**src/rtl/retired_store_buffer.sv**
```systemverilog
// Post-retirement store buffer.
// Retired stores from up to N_WAY ROB lanes are compacted into a circular
// FIFO. A small drain FSM presents the head entry to data memory with
// registered req/addr/data/size and pops it on mem_ack. The buffer also
// gives the ROB back-pressure (sb_ready) and the load unit a word-granular
// address-conflict check (ld_conflict). Retired stores are architectural,
// so nothing in here ever flushes an entry other than the memory drain.
module retired_store_buffer #(
  parameter int N_WAY    = 2,
  parameter int XLEN     = 32,
  parameter int SB_DEPTH = 8
) (
  input  logic                          clock,
  input  logic                          reset,
  input  logic [N_WAY-1:0]              ret_st_valid,
  input  logic [N_WAY*XLEN-1:0]         ret_st_addr,
  input  logic [N_WAY*XLEN-1:0]         ret_st_data,
  input  logic [N_WAY*2-1:0]            ret_st_size,
  output logic                          sb_ready,
  output logic                          mem_req,
  output logic [XLEN-1:0]               mem_addr,
  output logic [XLEN-1:0]               mem_data,
  output logic [1:0]                    mem_size,
  input  logic                          mem_ack,
  input  logic [XLEN-1:0]               ld_addr,
  output logic                          ld_conflict,
  output logic [$clog2(SB_DEPTH):0]     sb_count,
  output logic                          sb_empty,
  output logic                          sb_overflow
);

  localparam int PW = $clog2(SB_DEPTH);
  localparam int CW = PW + 1;

  localparam logic [CW-1:0] C_DEPTH = CW'(SB_DEPTH);
  localparam logic [CW-1:0] C_NWAY  = CW'(N_WAY);
  localparam logic [CW-1:0] C_ZERO  = {CW{1'b0}};
  localparam logic [CW-1:0] C_ONE   = {{PW{1'b0}}, 1'b1};
  localparam logic [PW-1:0] P_ONE   = {{(PW-1){1'b0}}, 1'b1};

  typedef enum logic [0:0] {
    ST_IDLE = 1'b0,
    ST_BUSY = 1'b1
  } state_t;

  // Number of asserted lane valids; the buffer is deeper than N_WAY so
  // the result always fits in a count-width value.
  function automatic logic [CW-1:0] f_popcount(input logic [N_WAY-1:0] vec);
    logic [CW-1:0] cnt;
    cnt = {CW{1'b0}};
    for (int i = 0; i < N_WAY; i++) begin
      cnt = cnt + {{PW{1'b0}}, vec[i]};
    end
    return cnt;
  endfunction

  // Entry storage
  logic [XLEN-1:0]      r_ent_addr [SB_DEPTH];
  logic [XLEN-1:0]      r_ent_data [SB_DEPTH];
  logic [1:0]           r_ent_size [SB_DEPTH];
  logic [SB_DEPTH-1:0]  r_ent_valid;

  // Queue bookkeeping
  logic [PW-1:0]        r_head;
  logic [PW-1:0]        r_tail;
  logic [CW-1:0]        r_count;
  logic                 r_overflow;

  // Drain FSM and registered memory interface
  state_t               r_state;
  state_t               w_state_nxt;
  logic                 r_mem_req;
  logic [XLEN-1:0]      r_mem_addr;
  logic [XLEN-1:0]      r_mem_data;
  logic [1:0]           r_mem_size;

  // Enqueue datapath
  logic [CW-1:0]        w_free;
  logic [CW-1:0]        w_req_cnt;
  logic [CW-1:0]        w_slot;
  logic [PW-1:0]        w_slot_idx;
  logic [SB_DEPTH-1:0]  w_wr_en;
  logic [XLEN-1:0]      w_wr_addr [SB_DEPTH];
  logic [XLEN-1:0]      w_wr_data [SB_DEPTH];
  logic [1:0]           w_wr_size [SB_DEPTH];
  logic [CW-1:0]        w_enq_n;
  logic                 w_enq_over;

  // Drain control
  logic                 w_deq;
  logic                 w_load;
  logic [PW-1:0]        w_load_idx;
  logic                 w_req_nxt;

  // Load conflict
  logic                 w_conflict;
  logic                 w_unused_ld_low;

  // The byte offset of the load address never matters: the check is per word.
  assign w_unused_ld_low = ^ld_addr[1:0];

  assign w_free     = C_DEPTH - r_count;
  assign w_req_cnt  = f_popcount(ret_st_valid);
  assign w_enq_n    = w_slot;
  assign w_enq_over = (w_req_cnt > w_free);
  assign w_deq      = (r_state == ST_BUSY) && mem_ack;

  // Compact valid lanes into consecutive free slots starting at tail; lanes beyond the free space are dropped.
  always_comb begin
    w_wr_en    = {SB_DEPTH{1'b0}};
    w_slot     = {CW{1'b0}};
    w_slot_idx = {PW{1'b0}};
    for (int k = 0; k < SB_DEPTH; k++) begin
      w_wr_addr[k] = {XLEN{1'b0}};
      w_wr_data[k] = {XLEN{1'b0}};
      w_wr_size[k] = 2'b00;
    end
    for (int i = 0; i < N_WAY; i++) begin
      if (ret_st_valid[i] && (w_slot < w_free)) begin
        w_slot_idx            = r_tail + w_slot[PW-1:0];
        w_wr_en[w_slot_idx]   = 1'b1;
        w_wr_addr[w_slot_idx] = ret_st_addr[i*XLEN +: XLEN];
        w_wr_data[w_slot_idx] = ret_st_data[i*XLEN +: XLEN];
        w_wr_size[w_slot_idx] = ret_st_size[i*2 +: 2];
        w_slot                = w_slot + C_ONE;
      end else begin
        w_slot = w_slot;
      end
    end
  end

  // Entry array: write newly retired stores, clear the valid bit of a popped head.
  always_ff @(posedge clock or posedge reset) begin
    if (reset) begin
      r_ent_valid <= {SB_DEPTH{1'b0}};
      for (int k = 0; k < SB_DEPTH; k++) begin
        r_ent_addr[k] <= {XLEN{1'b0}};
        r_ent_data[k] <= {XLEN{1'b0}};
        r_ent_size[k] <= 2'b00;
      end
    end else begin
      for (int k = 0; k < SB_DEPTH; k++) begin
        if (w_wr_en[k]) begin
          r_ent_addr[k]  <= w_wr_addr[k];
          r_ent_data[k]  <= w_wr_data[k];
          r_ent_size[k]  <= w_wr_size[k];
          r_ent_valid[k] <= 1'b1;
        end else if (w_deq && (r_head == PW'(k))) begin
          r_ent_valid[k] <= 1'b0;
        end
      end
    end
  end

  // Head/tail/count pointers and the sticky overflow flag.
  always_ff @(posedge clock or posedge reset) begin
    if (reset) begin
      r_head     <= {PW{1'b0}};
      r_tail     <= {PW{1'b0}};
      r_count    <= {CW{1'b0}};
      r_overflow <= 1'b0;
    end else begin
      if (w_deq) begin
        r_head <= r_head + P_ONE;
      end
      r_tail  <= r_tail + w_enq_n[PW-1:0];
      r_count <= r_count + w_enq_n - {{PW{1'b0}}, w_deq};
      if (w_enq_over) begin
        r_overflow <= 1'b1;
      end
    end
  end

  // Drain FSM state register.
  always_ff @(posedge clock or posedge reset) begin
    if (reset) begin
      r_state <= ST_IDLE;
    end else begin
      r_state <= w_state_nxt;
    end
  end

  // Drain FSM next state: stay busy while acked entries keep following each other.
  always_comb begin
    w_state_nxt = r_state;
    case (r_state)
      ST_IDLE: begin
        if (r_count != C_ZERO) begin
          w_state_nxt = ST_BUSY;
        end else begin
          w_state_nxt = ST_IDLE;
        end
      end
      ST_BUSY: begin
        if (mem_ack && (r_count <= C_ONE)) begin
          w_state_nxt = ST_IDLE;
        end else begin
          w_state_nxt = ST_BUSY;
        end
      end
      default: begin
        w_state_nxt = ST_IDLE;
      end
    endcase
  end

  // Drain FSM outputs: decide the next request level and which entry (if any) to load into the payload.
  always_comb begin
    w_load     = 1'b0;
    w_load_idx = r_head;
    w_req_nxt  = 1'b0;
    case (r_state)
      ST_IDLE: begin
        if (r_count != C_ZERO) begin
          w_load     = 1'b1;
          w_load_idx = r_head;
          w_req_nxt  = 1'b1;
        end else begin
          w_req_nxt  = 1'b0;
        end
      end
      ST_BUSY: begin
        if (mem_ack) begin
          if (r_count > C_ONE) begin
            w_load     = 1'b1;
            w_load_idx = r_head + P_ONE;
            w_req_nxt  = 1'b1;
          end else begin
            w_req_nxt  = 1'b0;
          end
        end else begin
          w_req_nxt = 1'b1;
        end
      end
      default: begin
        w_req_nxt = 1'b0;
      end
    endcase
  end

  // Registered memory request and payload; payload holds steady until the next load.
  always_ff @(posedge clock or posedge reset) begin
    if (reset) begin
      r_mem_req  <= 1'b0;
      r_mem_addr <= {XLEN{1'b0}};
      r_mem_data <= {XLEN{1'b0}};
      r_mem_size <= 2'b00;
    end else begin
      r_mem_req <= w_req_nxt;
      if (w_load) begin
        r_mem_addr <= r_ent_addr[w_load_idx];
        r_mem_data <= r_ent_data[w_load_idx];
        r_mem_size <= r_ent_size[w_load_idx];
      end
    end
  end

  // Word-granular overlap of the load address against every buffered store, including the one in flight.
  always_comb begin
    w_conflict = 1'b0;
    for (int k = 0; k < SB_DEPTH; k++) begin
      if (r_ent_valid[k] && (r_ent_addr[k][XLEN-1:2] == ld_addr[XLEN-1:2])) begin
        w_conflict = 1'b1;
      end else begin
        w_conflict = w_conflict;
      end
    end
  end

  assign sb_ready    = (w_free >= C_NWAY);
  assign mem_req     = r_mem_req;
  assign mem_addr    = r_mem_addr;
  assign mem_data    = r_mem_data;
  assign mem_size    = r_mem_size;
  assign ld_conflict = w_conflict;
  assign sb_count    = r_count;
  assign sb_empty    = (r_count == C_ZERO);
  assign sb_overflow = r_overflow;

endmodule

```
**config.mk**
```make
export PLATFORM = sky130hd
export DESIGN_NAME = retired_store_buffer
export DESIGN_NICKNAME = d
export VERILOG_FILES = /design/src/rtl/retired_store_buffer.sv
export SDC_FILE = /design/constraint.sdc
export NUM_CORES = 2
export LEC_CHECK = 0
export ABC_CLOCK_PERIOD_IN_PS = 26100
export CAP_MARGIN = 20
export CORE_AREA = 2 2 257 259
export CTS_CLUSTER_DIAMETER = 40
export DETAILED_ROUTE_END_ITERATION = 7
export DIE_AREA = 0 0 259 261
export PLACE_DENSITY = 0.89
export SETUP_SLACK_MARGIN = 0.15
export SKIP_LAST_GASP = 1
export SLEW_MARGIN = 20
export SYNTH_ARGS = -nofsm -noshare
export SYNTH_HDL_FRONTEND = slang
export SYNTH_SLANG_ARGS = --single-unit
```
**constraint.sdc**
```tcl
create_clock -name clock -period 26.1 [get_ports clock]
set_clock_uncertainty 0.05 [all_clocks]
set_input_delay 5.22 -clock clock [delete_from_list [all_inputs] [get_ports clock]]
set_output_delay 5.22 -clock clock [all_outputs]
set_load 0.02 [all_outputs]
```
---- Word level (Yosys, flattened, before mapping) ----
Cells that the tools add are included.
storage, ports and cells
  ROM bits ................................ 0
  register bits after elaboration ......... 615
  latch bits .............................. 0
  logic and storage cells ................. 191
  memory bits (writable) .................. 0
  memories ................................ 0
  input port bits ......................... 169
operators by class
  reductions and logical operators ........ 35
  bitwise operators ....................... 8
  multipliers ............................. 0
  order comparisons ....................... 15
  equal/unequal tests ..................... 15
  div/mod/pow operators ................... 0
  shift-type cells ........................ 0
  add/sub/neg operators ................... 8
  muxes and demuxes ....................... 69
operators with widths
  operator                                                    count
  2-to-1 mux 256 bit                                          4
  bitwise AND 256 bit                                         2
  bitwise mux 256 bit                                         2
  == test 30 bit                                              8
  binary-select mux 32 bit (select 3 bit)                     2
  demux 32 bit (select 3 bit)                                 2
  2-to-1 mux 32 bit                                           6
  2-to-1 mux 1 bit                                            32
  2-to-1 mux 16 bit                                           2
  logical AND 1 bit                                           24
  bitwise AND 16 bit                                          1
  bitwise mux 16 bit                                          1
  2-to-1 mux 8 bit                                            2
  nonzero test 2 bit                                          8
  demux 2 bit (select 3 bit)                                  2
  == test 3 bit, second input constant                        4
  >= comparator 4 bit, second input constant                  3
  NOT 3 -> 4 bit                                              3
  less-than comparator 3 x 4 -> 1 bit, second input constant  2
  less-than comparator 4 x 1 -> 1 bit, second input constant  2
  2-to-1 mux 2 bit                                            4
  OR 8 bit                                                    1
  adder 3 bit                                                 2
  binary-select mux 2 bit (select 3 bit)                      1
  other kinds (24)                                            30

---- Logic depth before layout (Yosys ltp) ----
  word-level depth ........................ 12
  depth in mapped cells ................... 16

---- Worst setup path after synthesis ----
OpenSTA, ideal clock, no wires.
  kind .................................... input port to output port
  from .................................... input ld_addr[2]
  to ...................................... output ld_conflict
  buffers on the path ..................... 1
  data required time ...................... 20830 ps
  setup slack ............................. 14406 ps
  arrival time ............................ 6424 ps
  cell stages on the path ................. 6
  path through ............................ clkbuf_1 xnor2_1 nand4_1 nor4_1 a22oi_1 nand4_1
between the ends
  word-level cells in the longest chain between the ends .. 10
ends and longest elaborated chain
  element                        RTL line  text
  start: declaration             25        input logic [XLEN-1:0] ld_addr,
  == test 30 bit                 262       if (r_ent_valid[k] && (r_ent_addr[k][XLEN-1:2] == ld_addr[XLEN-1:2])) begin
  logical AND 1 bit              262
  2-to-1 mux 1 bit (7 in a row)  262
  2-to-1 mux 1 bit *             262
  end: declaration               26        output logic ld_conflict,
Every way passes the cells marked *; elsewhere a longest branch is shown, timed or not.

---- Worst setup path after layout ----
  from .................................... input ld_addr[7]
  to ...................................... output ld_conflict
The elaborated chain is that of the path after synthesis.

==> metrics.md <==
| Metric | Value |
|---|---|
| Starting DRT DRC Count | `7216` |
| Cell with the most instances after synthesis | `dfrtp_1` |
| Remaining global-route overflow | `0` |
| Outcome | `finished, violations left` |
| Overall routing resource usage | `45.2%` |
| Slew @ Worst Pin | `1330 ps` |
| Sequential share of the synthesized area | `39.2%` |
| CP arrival | `8640 ps` |
| Share of cells above drive strength 1 | `26.0%` |
| DRT Pass-1 Iters | `8` |
| Max cap viols | `0` |
| Syn nets | `3646` |
| Routing usage on met1 | `53.6%` |
| Cell leakage power | `17.0 nW` |
| RSZ-0062 raised after global routing | `no` |
| Worst Path Required | `20830 ps` |
| Hold Path Class | `register to register` |
| Hold Buf Count CTS | `0` |
| Die X | `259 microns` |
| Failing checks | `DRC` |
| Crit path cell chain | `clkdlybuf4s50_1 -> xnor2_1 -> nand4_1 -> nor4_1 -> a22oi_1 -> nand4_1 -> clkdlybuf4s50_1` |
| Vias per inst | `7.94` |
| Comb pwr share | `51.6%` |
| Synthesized area | `39200 sq um` |
| Netlist cell types | `56` |
| PostCTS Resize Cnt | `0` |
| Clk slew on worst S/H paths | `50 ps` |
| Worst Path Class, Setup | `input pin to output pin` |
| Post-synth EDFFs | `0` |
| Final WS setup | `12190 ps` |
| Top-area cell type share of the netlist area | `39.2%` |
| Post-CTS Setup Inserts | `0` |
| Fillcell total | `3996` |
| FP Rows | `94` |
| Dominant synthesized flop cell | `dfrtp_1` |
| Max Buffers Root-to-Sink | `3` |
| Final Util | `70.4%` |
| Final hold violation count | `0` |
| Total length of routed wires | `155000 microns` |
| First-pass GRT wire length | `228000 microns` |
| Synth Area per Inst | `11.4 sq um` |
| Fmax | `71.9 MHz` |
| Async SR Flop Fraction | `100%` |
| Core box area | `65000 sq um` |
| Nets@finish | `3730` |
| Clk Tree Root Cell | `clkbuf_16` |
| Clock Power Share | `20.1%` |
| Final Slew Violations | `0` |
| Antenna violations before repair | `31` |
| Pwr per Cell Area | `159 nW/um^2` |
| Initial Utilization | `60.3%` |
| Clock Sinks | `614` |
| Internal power | `0.00404 W` |
| TNS Setup | `0 ps` |
| Vias in the first global route | `36200` |
| Wire per inst | `34.5 microns` |
| Die ar. | `67600 sq um` |
| Crit path capture type | `output pin` |
| FF+latch count, synth | `614` |
| Sw frac | `44.5%` |
| Worst skew pair latency | `700 ps` |
| Cts bufs inserted | `99` |
| Setup WS pre-CTS | `12620 ps` |
| CTS tree | `yes` |
| Pin count of the biggest net entering global routing | `156` |
| Sequential Power Share | `28.2%` |
| Switching power total | `0.00324 W` |
| Die height | `261 microns` |
| Met3 usage | `22.3%` |
| Crit path time final | `13910 ps` |
| Most instantiated cells after synthesis | `dfrtp_1 (614), mux2_2 (476), mux2i_1 (310)` |
| Slowest stage cell, crit path | `xnor2_1` |
| Area growth from synthesis to layout | `16.8%` |
| Slew HR | `11.4%` |
| Mapped Cells | `3451` |
| Via Count | `35800` |
| Detail Route Antenna Nets | `0` |
| GR Layer Usage met2 | `64.1%` |
| Largest fanout on the critical path | `8` |
| Count of warnings emitted by yosys | `0` |
| Port Buffers | `241` |
| Final setup vio count | `0` |
| Post-synth top area cell | `dfrtp_1` |
| H-tree depth | `3` |
| Type of origin of the critical path | `input pin` |
| RD Place Congestion | `1.05` |
| DR DRC count | `6` |
| Worst VDD drop | `160 uV` |
| I/O pins | `244` |
| Synth area leaders | `dfrtp_1 (39%), mux2_2 (14%), mux4_2 (11%), mux2i_1 (7.9%), xnor2_1 (5.4%)` |
| Final period utilization | `53.3%` |
| DP HPWL | `86200 microns` |
| Largest stage delay, worst path | `1070 ps` |
| Grt peak-use layer | `met2` |
state kept, by name, indices dropped and copies added (netlist names), 2 cells and up:
signal and cells:
r_tail 3, r_head 3, r_ent_addr 256, r_ent_data 256, mem_data 32, r_ent_valid 8
r_ent_size 16, mem_addr 32, mem_size 2, sb_count 4
power by group through the flow:
stage | logic [W] | clock network [W] | registers, W
final | 0.00376 | 0.00147 | 0.00205
after global routing | 0.00384 | 0.00150 | 0.00207
after floorplan | 0.00246 | 0 | 0.00184
after CTS | 0.00357 | 0.00146 | 0.00200
after global placement | 0.00335 | 0 | 0.00195
after detailed placement | 0.00347 | 0 | 0.00199
per-layer routing:
layer | wire length, microns | up-vias
li1 | - | 13300
met5 | 214 | -
met4 | 13500 | 28
met3 | 27400 | 1283
met2 | 65400 | 4024
met1 | 49000 | 17200
cell usage in the layout (no fill, tap or decap), types with 60 or more instances in the layout:
cell type          n
dfrtp_1          612
mux2_2           476
mux2i_1          310
o21ai_0          256
xnor2_1          242
clkdlybuf4s50_1  241
mux4_2           185
a21oi_1          175
nor2_1           136
nand2_1          119
clkbuf_16        100
nand3_1           75
o221ai_1          61
buf_4             60
kinds of logic (layout without fill, tap and decap cells):
| kind of cell | Yosys count | in the layout | share of synthesized area [%] |
|---|---|---|---|
| compound gates | 742 | 742 | 11.8 |
| xor+xnor | 246 | 246 | 5.50 |
| fa+ha+maj | 26 | 26 | 0.868 |
| buf+inv | 343 | 513 | 3.79 |
| flops | 614 | 614 | 39.2 |
| mux | 1000 | 1000 | 33.1 |
| other cells | 0 | 19 | 0 |
| simple gates | 480 | 480 | 5.80 |
final cells by class:
class	count	area, sq um	area share (%)
tap	864	1080	2.36
clock inverter	70	1040	2.28
timing repair buffer	303	2900	6.34
multi-input combinational	2494	22600	49.4
inverter	23	93.8	0.205
sequential	614	15400	33.6
antenna	19	47.5	0.104
clock buffer	117	2640	5.76
path summary, 6_finish.rpt:
check | startpoint | endpoint | slack [ps] | cells after the start
max | ld_addr[7] | ld_conflict | 12190 | 7
min | sb_overflow | sb_overflow | 410 | 1
max reg2reg | sb_count[0] | r_ent_addr[149] | 19890 | 14
min reg2reg | sb_overflow | sb_overflow | 410 | 1
max in group asynchronous | reset | r_ent_data[225] | 17900 | 5
min in group asynchronous | reset | r_ent_addr[196] | 5060 | 2
worst max-delay path: cells and delay by family:
kind | cells | cell delay (ps)
compound gates | 1 | 110
simple gates | 3 | 890
buf+inv | 2 | 1340
xor+xnor | 1 | 1070
through the flow:
stage	instances	power (W)	hold slack [ps]	area, sq um
after CTS	4485	0.00702	422	45700
after global routing	4494	0.00741	444	45800
after global placement	4298	0.00529	394	42100
after floorplan	3451	0.00429	395	39200
final	4504	0.00728	414	45800
after detailed placement	4298	0.00546	410	42100
(Power assumes the default switching activity.)
